==> src/rtl/datapath_param.sv <==
// datapath_param: parametrised register-file / shifter / ALU datapath.
// The register file, A, B, C and the {V,N,Z} status register are all cleared
// asynchronously by reset_n. Every storage element updates only on its own strobe.
// Register indices at or above NREGS are treated as absent:
//   - a write to such an index is dropped;
//   - a read from such an index returns zero.
module datapath_param #(
   parameter int W     = 16,
   parameter int NREGS = 8,
   localparam int RW   = $clog2(NREGS)
) (
   input  logic          clk,
   input  logic          reset_n,
   input  logic          write,
   input  logic [RW-1:0] writenum,
   input  logic [RW-1:0] readnum,
   input  logic [1:0]    vsel,
   input  logic [W-1:0]  sximm8,
   input  logic [W-1:0]  sximm5,
   input  logic [W-1:0]  mdata,
   input  logic [W-1:0]  pc_in,
   input  logic          loada,
   input  logic          loadb,
   input  logic          asel,
   input  logic          bsel,
   input  logic [1:0]    shift,
   input  logic [1:0]    ALUop,
   input  logic          loadc,
   input  logic          loads,
   output logic [2:0]    Z_out,
   output logic [W-1:0]  datapath_out
);

   logic [W-1:0] regs_r [NREGS];
   logic [W-1:0] a_r;
   logic [W-1:0] b_r;
   logic [W-1:0] c_r;
   logic [2:0]   status_r;

   logic [W-1:0] wb_data_s;
   logic [W-1:0] rd_data_s;
   logic [W-1:0] shifted_s;
   logic [W-1:0] ain_s;
   logic [W-1:0] bin_s;
   logic [W-1:0] alu_s;
   logic         ovf_s;
   logic [2:0]   flags_s;

   // Writeback source select; C is the registered value, never the live ALU result
   always_comb begin
      wb_data_s = {W{1'b0}};
      case (vsel)
         2'b00:   wb_data_s = c_r;
         2'b01:   wb_data_s = pc_in;
         2'b10:   wb_data_s = sximm8;
         2'b11:   wb_data_s = mdata;
         default: wb_data_s = {W{1'b0}};
      endcase
   end

   // Register file storage: indexed write, out-of-range indices match no entry
   always_ff @(posedge clk or negedge reset_n) begin
      if (!reset_n) begin
         for (int i = 0; i < NREGS; i++) begin
            regs_r[i] <= {W{1'b0}};
         end
      end else begin
         for (int i = 0; i < NREGS; i++) begin
            if (write && (writenum == RW'(i))) begin
               regs_r[i] <= wb_data_s;
            end
         end
      end
   end

   // Combinational read port; an unmatched (out-of-range) index yields zero
   always_comb begin
      rd_data_s = {W{1'b0}};
      for (int i = 0; i < NREGS; i++) begin
         rd_data_s = rd_data_s | (regs_r[i] & {W{readnum == RW'(i)}});
      end
   end

   // A and B operand registers capture the pre-write read data
   always_ff @(posedge clk or negedge reset_n) begin
      if (!reset_n) begin
         a_r <= {W{1'b0}};
         b_r <= {W{1'b0}};
      end else begin
         if (loada) begin
            a_r <= rd_data_s;
         end
         if (loadb) begin
            b_r <= rd_data_s;
         end
      end
   end

   // Single-bit shifter on the B path
   always_comb begin
      shifted_s = b_r;
      case (shift)
         2'b00:   shifted_s = b_r;
         2'b01:   shifted_s = {b_r[W-2:0], 1'b0};
         2'b10:   shifted_s = {1'b0, b_r[W-1:1]};
         2'b11:   shifted_s = {b_r[W-1], b_r[W-1:1]};
         default: shifted_s = b_r;
      endcase
   end

   // Operand muxes, four-op ALU and signed-overflow detection
   always_comb begin
      if (asel) begin
         ain_s = {W{1'b0}};
      end else begin
         ain_s = a_r;
      end
      if (bsel) begin
         bin_s = sximm5;
      end else begin
         bin_s = shifted_s;
      end
      alu_s = {W{1'b0}};
      ovf_s = 1'b0;
      case (ALUop)
         2'b00: begin
            alu_s = ain_s + bin_s;
            ovf_s = (ain_s[W-1] == bin_s[W-1]) && (alu_s[W-1] != ain_s[W-1]);
         end
         2'b01: begin
            alu_s = ain_s - bin_s;
            ovf_s = (ain_s[W-1] != bin_s[W-1]) && (alu_s[W-1] != ain_s[W-1]);
         end
         2'b10: begin
            alu_s = ain_s & bin_s;
            ovf_s = 1'b0;
         end
         2'b11: begin
            alu_s = ~bin_s;
            ovf_s = 1'b0;
         end
         default: begin
            alu_s = {W{1'b0}};
            ovf_s = 1'b0;
         end
      endcase
      flags_s = {ovf_s, alu_s[W-1], (alu_s == {W{1'b0}})};
   end

   // C result and status registers, loaded independently
   always_ff @(posedge clk or negedge reset_n) begin
      if (!reset_n) begin
         c_r      <= {W{1'b0}};
         status_r <= 3'b000;
      end else begin
         if (loadc) begin
            c_r <= alu_s;
         end
         if (loads) begin
            status_r <= flags_s;
         end
      end
   end

   assign datapath_out = c_r;
   assign Z_out        = status_r;

endmodule

==> config.mk <==
export PLATFORM = sky130hd
export DESIGN_NAME = datapath_param
export DESIGN_NICKNAME = d
export VERILOG_FILES = /design/src/rtl/datapath_param.sv
export SDC_FILE = /design/constraint.sdc
export NUM_CORES = 1
export LEC_CHECK = 0
export CORE_MARGIN = 4
export CORE_UTILIZATION = 30
export CTS_CLUSTER_SIZE = 10
export DETAILED_ROUTE_END_ITERATION = 10
export PLACE_DENSITY = 0.46
export SLEW_MARGIN = 10
export SYNTH_ARGS = -nofsm -noshare
export SYNTH_HDL_FRONTEND = slang
export SYNTH_SLANG_ARGS = --single-unit
==> constraint.sdc <==
create_clock -name clk -period 4.11 [get_ports clk]
set_clock_uncertainty 0.05 [all_clocks]
set_input_delay 0.411 -clock clk [delete_from_list [all_inputs] [get_ports clk]]
set_output_delay 0.411 -clock clk [all_outputs]
set_load 0.02 [all_outputs]
Yosys cells after proc, flatten, opt, wreduce, memory -nomap -nowiden:

Index checks and enable logic that the tools add are counted.

* register bits after elaboration: 179
* output and inout port bits: 19

* add/sub/neg operators: 2
* equal/unequal tests: 27
* mux-type cells: 6
* bitwise operators: 17
* reductions and logical operators: 17

Operator list (number)
* $pmux 16 s4: 3
* $and 16x16->16: 9
* $or 16x16->16: 7
* $mux 16: 2
* $eq 3x3->1 const B: 8
* $add 16x16->16: 1
* $logic_not 16->1: 1
* $not 16->16: 1
* $sub 16x16->16: 1
* $eq 2x2->1 const B: 6
* $eq 3x2->1 const B: 4
* $logic_and 1x1->1: 10
* $eq 2x1->1 const B: 3
* $eq 3x1->1 const B: 2
* $logic_not 2->1: 3
* $logic_not 3->1: 2
* $ne 1x1->1: 3
* $pmux 1 s3: 1
* $reduce_or 2->1: 1
* $eq 1x1->1: 1

Logic depth before layout (Yosys ltp):

* word-level depth: 9
* mapped depth: 19
* gate-level depth less buffers: 16

Least setup slack after synthesis:

OpenSTA, ideal clock, no wires.

* path kind: input port to flip-flop
* from: input shift[0]
* to: register status_r[0] (netlist: Z_out[0])
* library setup time: 0.066 ns
* data arrival time: 3.974 ns
* data required time: 3.994 ns
* slack: 0.020 ns
* cell stages on the path: 17
* buffers on the path: 3
* cell sequence: buf_4 buf_2 mux2_2 nand2_1 a21oi_1 a21oi_1 inv_1 ha_1 buf_2 a221oi_1 or4_1 o21a_1 a211o_1 a211o_1 a221oi_4 and4bb_1 a32o_2

* word-level cells in the longest chain between the ends: 6
* elaborated cells on any way between the ends: 12
* those cells by class: 2 x add/sub; 3 x eq/ne; 3 x mux; 2 x bitwise; 2 x reduce/logical

Ends and longest elaborated chain
* from (decl): RTL line 26 `input logic [1:0] shift,`
* $eq 2x2->1 (tied with other cells): RTL line 102 `case (shift)`
* $pmux 16 s4 (*): RTL line 102
* $mux 16 (*): RTL line 118 `if (bsel) begin`
* $sub 16x16->16 (tied with other cells): RTL line 131 `alu_s = ain_s - bin_s;`
* $pmux 16 s4 (*): RTL line 125 `case (ALUop)`
* $logic_not 16->1 (*): RTL line 147 `flags_s = {ovf_s, alu_s[W-1], (alu_s == {W{1'b0}})};`
* to (signal assigned): RTL line 160 `status_r <= flags_s;`
* to (decl): RTL line 38 `logic [2:0] status_r;`

Every way passes the cells marked *; elsewhere a longest branch is shown, timed or not.
A chain may end at the register's enable or synchronous reset.

Worst setup path after layout:

* from: input bsel
* to: register status_r[0] (netlist: Z_out[0])

* word-level cells in the longest chain between the ends: 4
* elaborated cells on any way between the ends: 7
* those cells by class: 2 x add/sub; 2 x mux; 2 x bitwise; 1 x reduce/logical

Ends and longest elaborated chain
* from (decl): RTL line 25 `input logic bsel,`
* $mux 16 (*): RTL line 118
* $sub 16x16->16 (tied with other cells): RTL line 131
* $pmux 16 s4 (*): RTL line 125
* $logic_not 16->1 (*): RTL line 147

Marks and branches as above.

==> flow_summary.yaml <==
job:
  max-cap-violations: 0
yosys:
  ys.warnings.count: 0
  synth_seq_cells: 179
  ys_types: 69
  async_flop_share: 1.000
  synth_area_leaders: "dfrtp_1 42%, mux2_2 16%, mux4_2 6.5%"
  synth_nets: 1099
  synth_edf_count: 0
  synthTopCellsByCount: "179 x dfrtp_1, 149 x mux2_2, 90 x nor2_1"
  yosysSeqAreaShare: 0.4187
  synthFlopType: "dfrtp_1"
  yosysMostFrequentCell: "dfrtp_1"
  synth_top_area_cell: "dfrtp_1"
  syn_inst: 981
  syn_avg_cell_area_um2: 10.91
  yosysTopAreaCellShare: 0.4187
  syn_area_um2: 10700
drt:
  viasPerCell: 5.047
  ant_nets: 0
  drt_iter0_markers: 307
  routed_wl_mm: 31.56
  drc: 0
  wl_per_cell_um: 19.46
  vias: 8186
  first_pass_iters: 4
status:
  outcome: "completed"
worst_hold_path:
  hold_class: "primary input to async pin"
global_route:
  globalRouteTotalUtil: 0.1649
  grt_overflow: 0
  grt_pass1_vias: 8491
  grt_pass1_wl_mm: 50.00
  antenna_found_initial: 0
  grt_start_max_net_pins: 94
timing:
  tightest_slew_ns: 1.150
  fin_crit_ns: 3.813
  rsz0062_at_grt: "false"
  final.setup.tns_ns: 0
  maxSlewHeadroom: 0.2308
  hold_violations: 0
  drv_slew: 0
  post-route-period-util: 0.9277
  hold_ws_ns: 0.008719
  setup_viol: 0
  max_freq_mhz: 262.3
clock_network:
  cts-root-buf: "clkbuf_16"
  cts_max_path_buffers: 2
  cts-buffers-inserted: 17
  ctsHoldBuffers: 0
  clk_pin_slew_ns: 0.07
  cts.sinks: 179
  cts_max_level: 4
  clk_latency_ns: 0.42
  cts_tree: "yes"
layout:
  regArea_um2: 4479
  fin_area_um2: 13540
  n_fill_cell: 3485
  multi_input_area_um2: 5862
  nNetsFinal: 1272
  drive_above_1_share: 0.3033
  area_growth_syn_to_layout_pct: 26.59
  antenna_cells: 0
critical_path:
  cp-start-kind: "primary input"
  required_ns: 4.43
  crit_arrival_ns: 4.13
  critPathMaxStageDelay_ns: 0.53
  worstSetupPathType: "primary input to register"
  crit_fanout: 9
  slowest_stage: "or4_1"
  crit_path_end_kind: "register"
  path_cells: "clkdlybuf4s50_1, buf_4, buf_4, mux2i_1, inv_1, ha_1, o21ai_0, nor2_1, nor2_1, mux4_2, or4_1, and4bb_1, nand4b_1, and4bb_1, a32o_2"
placed_design:
  port_buffers: 103
  hpwl_mm: 23.52
  dpl_cell_area_um2: 12890
  gp_congestion: 0.8414
floorplanning:
  fp.coreArea_um2: 34880
  io_pins: 104
  die-area_um2: 38750
  rows: 68
  start_util: 0.3067
  die_h_um: 196.8
  fp.dieW_um: 196.8
power:
  p_leak_nw: 5.763
  finalPower_w: 0.006482
  pwr_density_cell_nw_per_um2: 478.6
  vdd_drop_max_uv: 203.1
==> layer usage <==
| layer | share of wire | GRT usage |
|---|---|---|
| met1 | 0.47 | 0.2248 |
| met2 | 0.50 | 0.2835 |
| met3 | 0.023 | 0.02137 |
| met4 | 0.010 | 0.03313 |
| met5 | 0 | 0 |
==> area by class of cell <==
cell class,count,area share
flip-flops and latches,179,0.3307
inverters,31,0.008591
clock buffers,24,0.03409
repair buffers,223,0.1424
multi-input cells,702,0.4328
clock inverters,8,0.009423
well taps,455,0.04203
==> where the power goes <==
group | switching [W] | internal, W | leakage [nW]
Clock | 0.000663 | 0.000974 | 0.267
Combinational | 0.00106 | 0.00123 | 3.37
Sequential | 0.000289 | 0.00226 | 2.13
==> placed cells by master, fill, tap and decap left out, types with 6 or more instances in the layout <==
cell type,count
dfrtp_1,179
mux2_2,149
buf_4,120
clkdlybuf4s50_1,98
nor2_1,90
a21oi_1,82
nand2_1,44
mux2i_1,41
o21ai_0,31
inv_1,31
mux4_2,31
ha_1,29
nor2b_1,23
clkbuf_16,17
a211oi_1,13
a221oi_1,12
nand3_1,11
nor3_1,10
nand2b_1,8
a22oi_1,8
a31oi_1,7
o211ai_1,7
xnor2_1,7
clkbuf_1,6
==> logic make-up after synthesis <==
family	synth area share
compound gates	0.1313
xor+xnor	0.009005
fa+ha+maj	0.04000
buf+inv	0.03964
flops	0.4187
mux	0.2604
simple gates	0.1009
==> worst max-delay path: cells and delay by family <==
family | cells | cell delay, ns
AO/OA/AOI/OAI | 2 | 0.28
buffers and inverters | 4 | 0.88
multiplexers | 2 | 0.72
AND/OR/NAND/NOR | 6 | 1.48
adder cells (fa/ha/maj) | 1 | 0.34
==> sequential cells by signal, indices dropped and copies added, names as in the netlist <==
| register | flops |
|---|---|
| regs_r | 128 |
| a_r | 16 |
| b_r | 16 |
| datapath_out | 16 |
| Z_out | 3 |
==> stage by stage <==
step	instances	utilization	setup slack [ns]
finish	1622	0.3883	0.2972
global route	1622	0.3883	0.05924
CTS	1620	0.3864	0.08256
detailed placement	1588	0.3695	-0.3667
global placement	1588	0.3695	-0.3504
floorplan	981	-	0.02016
==> what timing repair did <==
item                                    in CTS  in global routing
resized for setup                            0                 10
endpoints found under the setup margin       0                  4
buffers inserted                             0                  2
==> path summary, 6_finish.rpt <==
kind | cells past startpoint | endpoint | slack (ns) | from
max | 15 | Z_out[0] | 0.30 | bsel
max reg2reg | 14 | Z_out[0] | 0.38 | b_r[1]
min | 1 | regs_r[9] | 0.009 | reset_n
min in group clk | 2 | regs_r[46] | 0.43 | regs_r[46]
max in group asynchronous | 2 | a_r[14] | 3.04 | reset_n
min reg2reg | 2 | regs_r[46] | 0.43 | regs_r[46]
No activity file was read; power rests on OpenSTA's default activity.
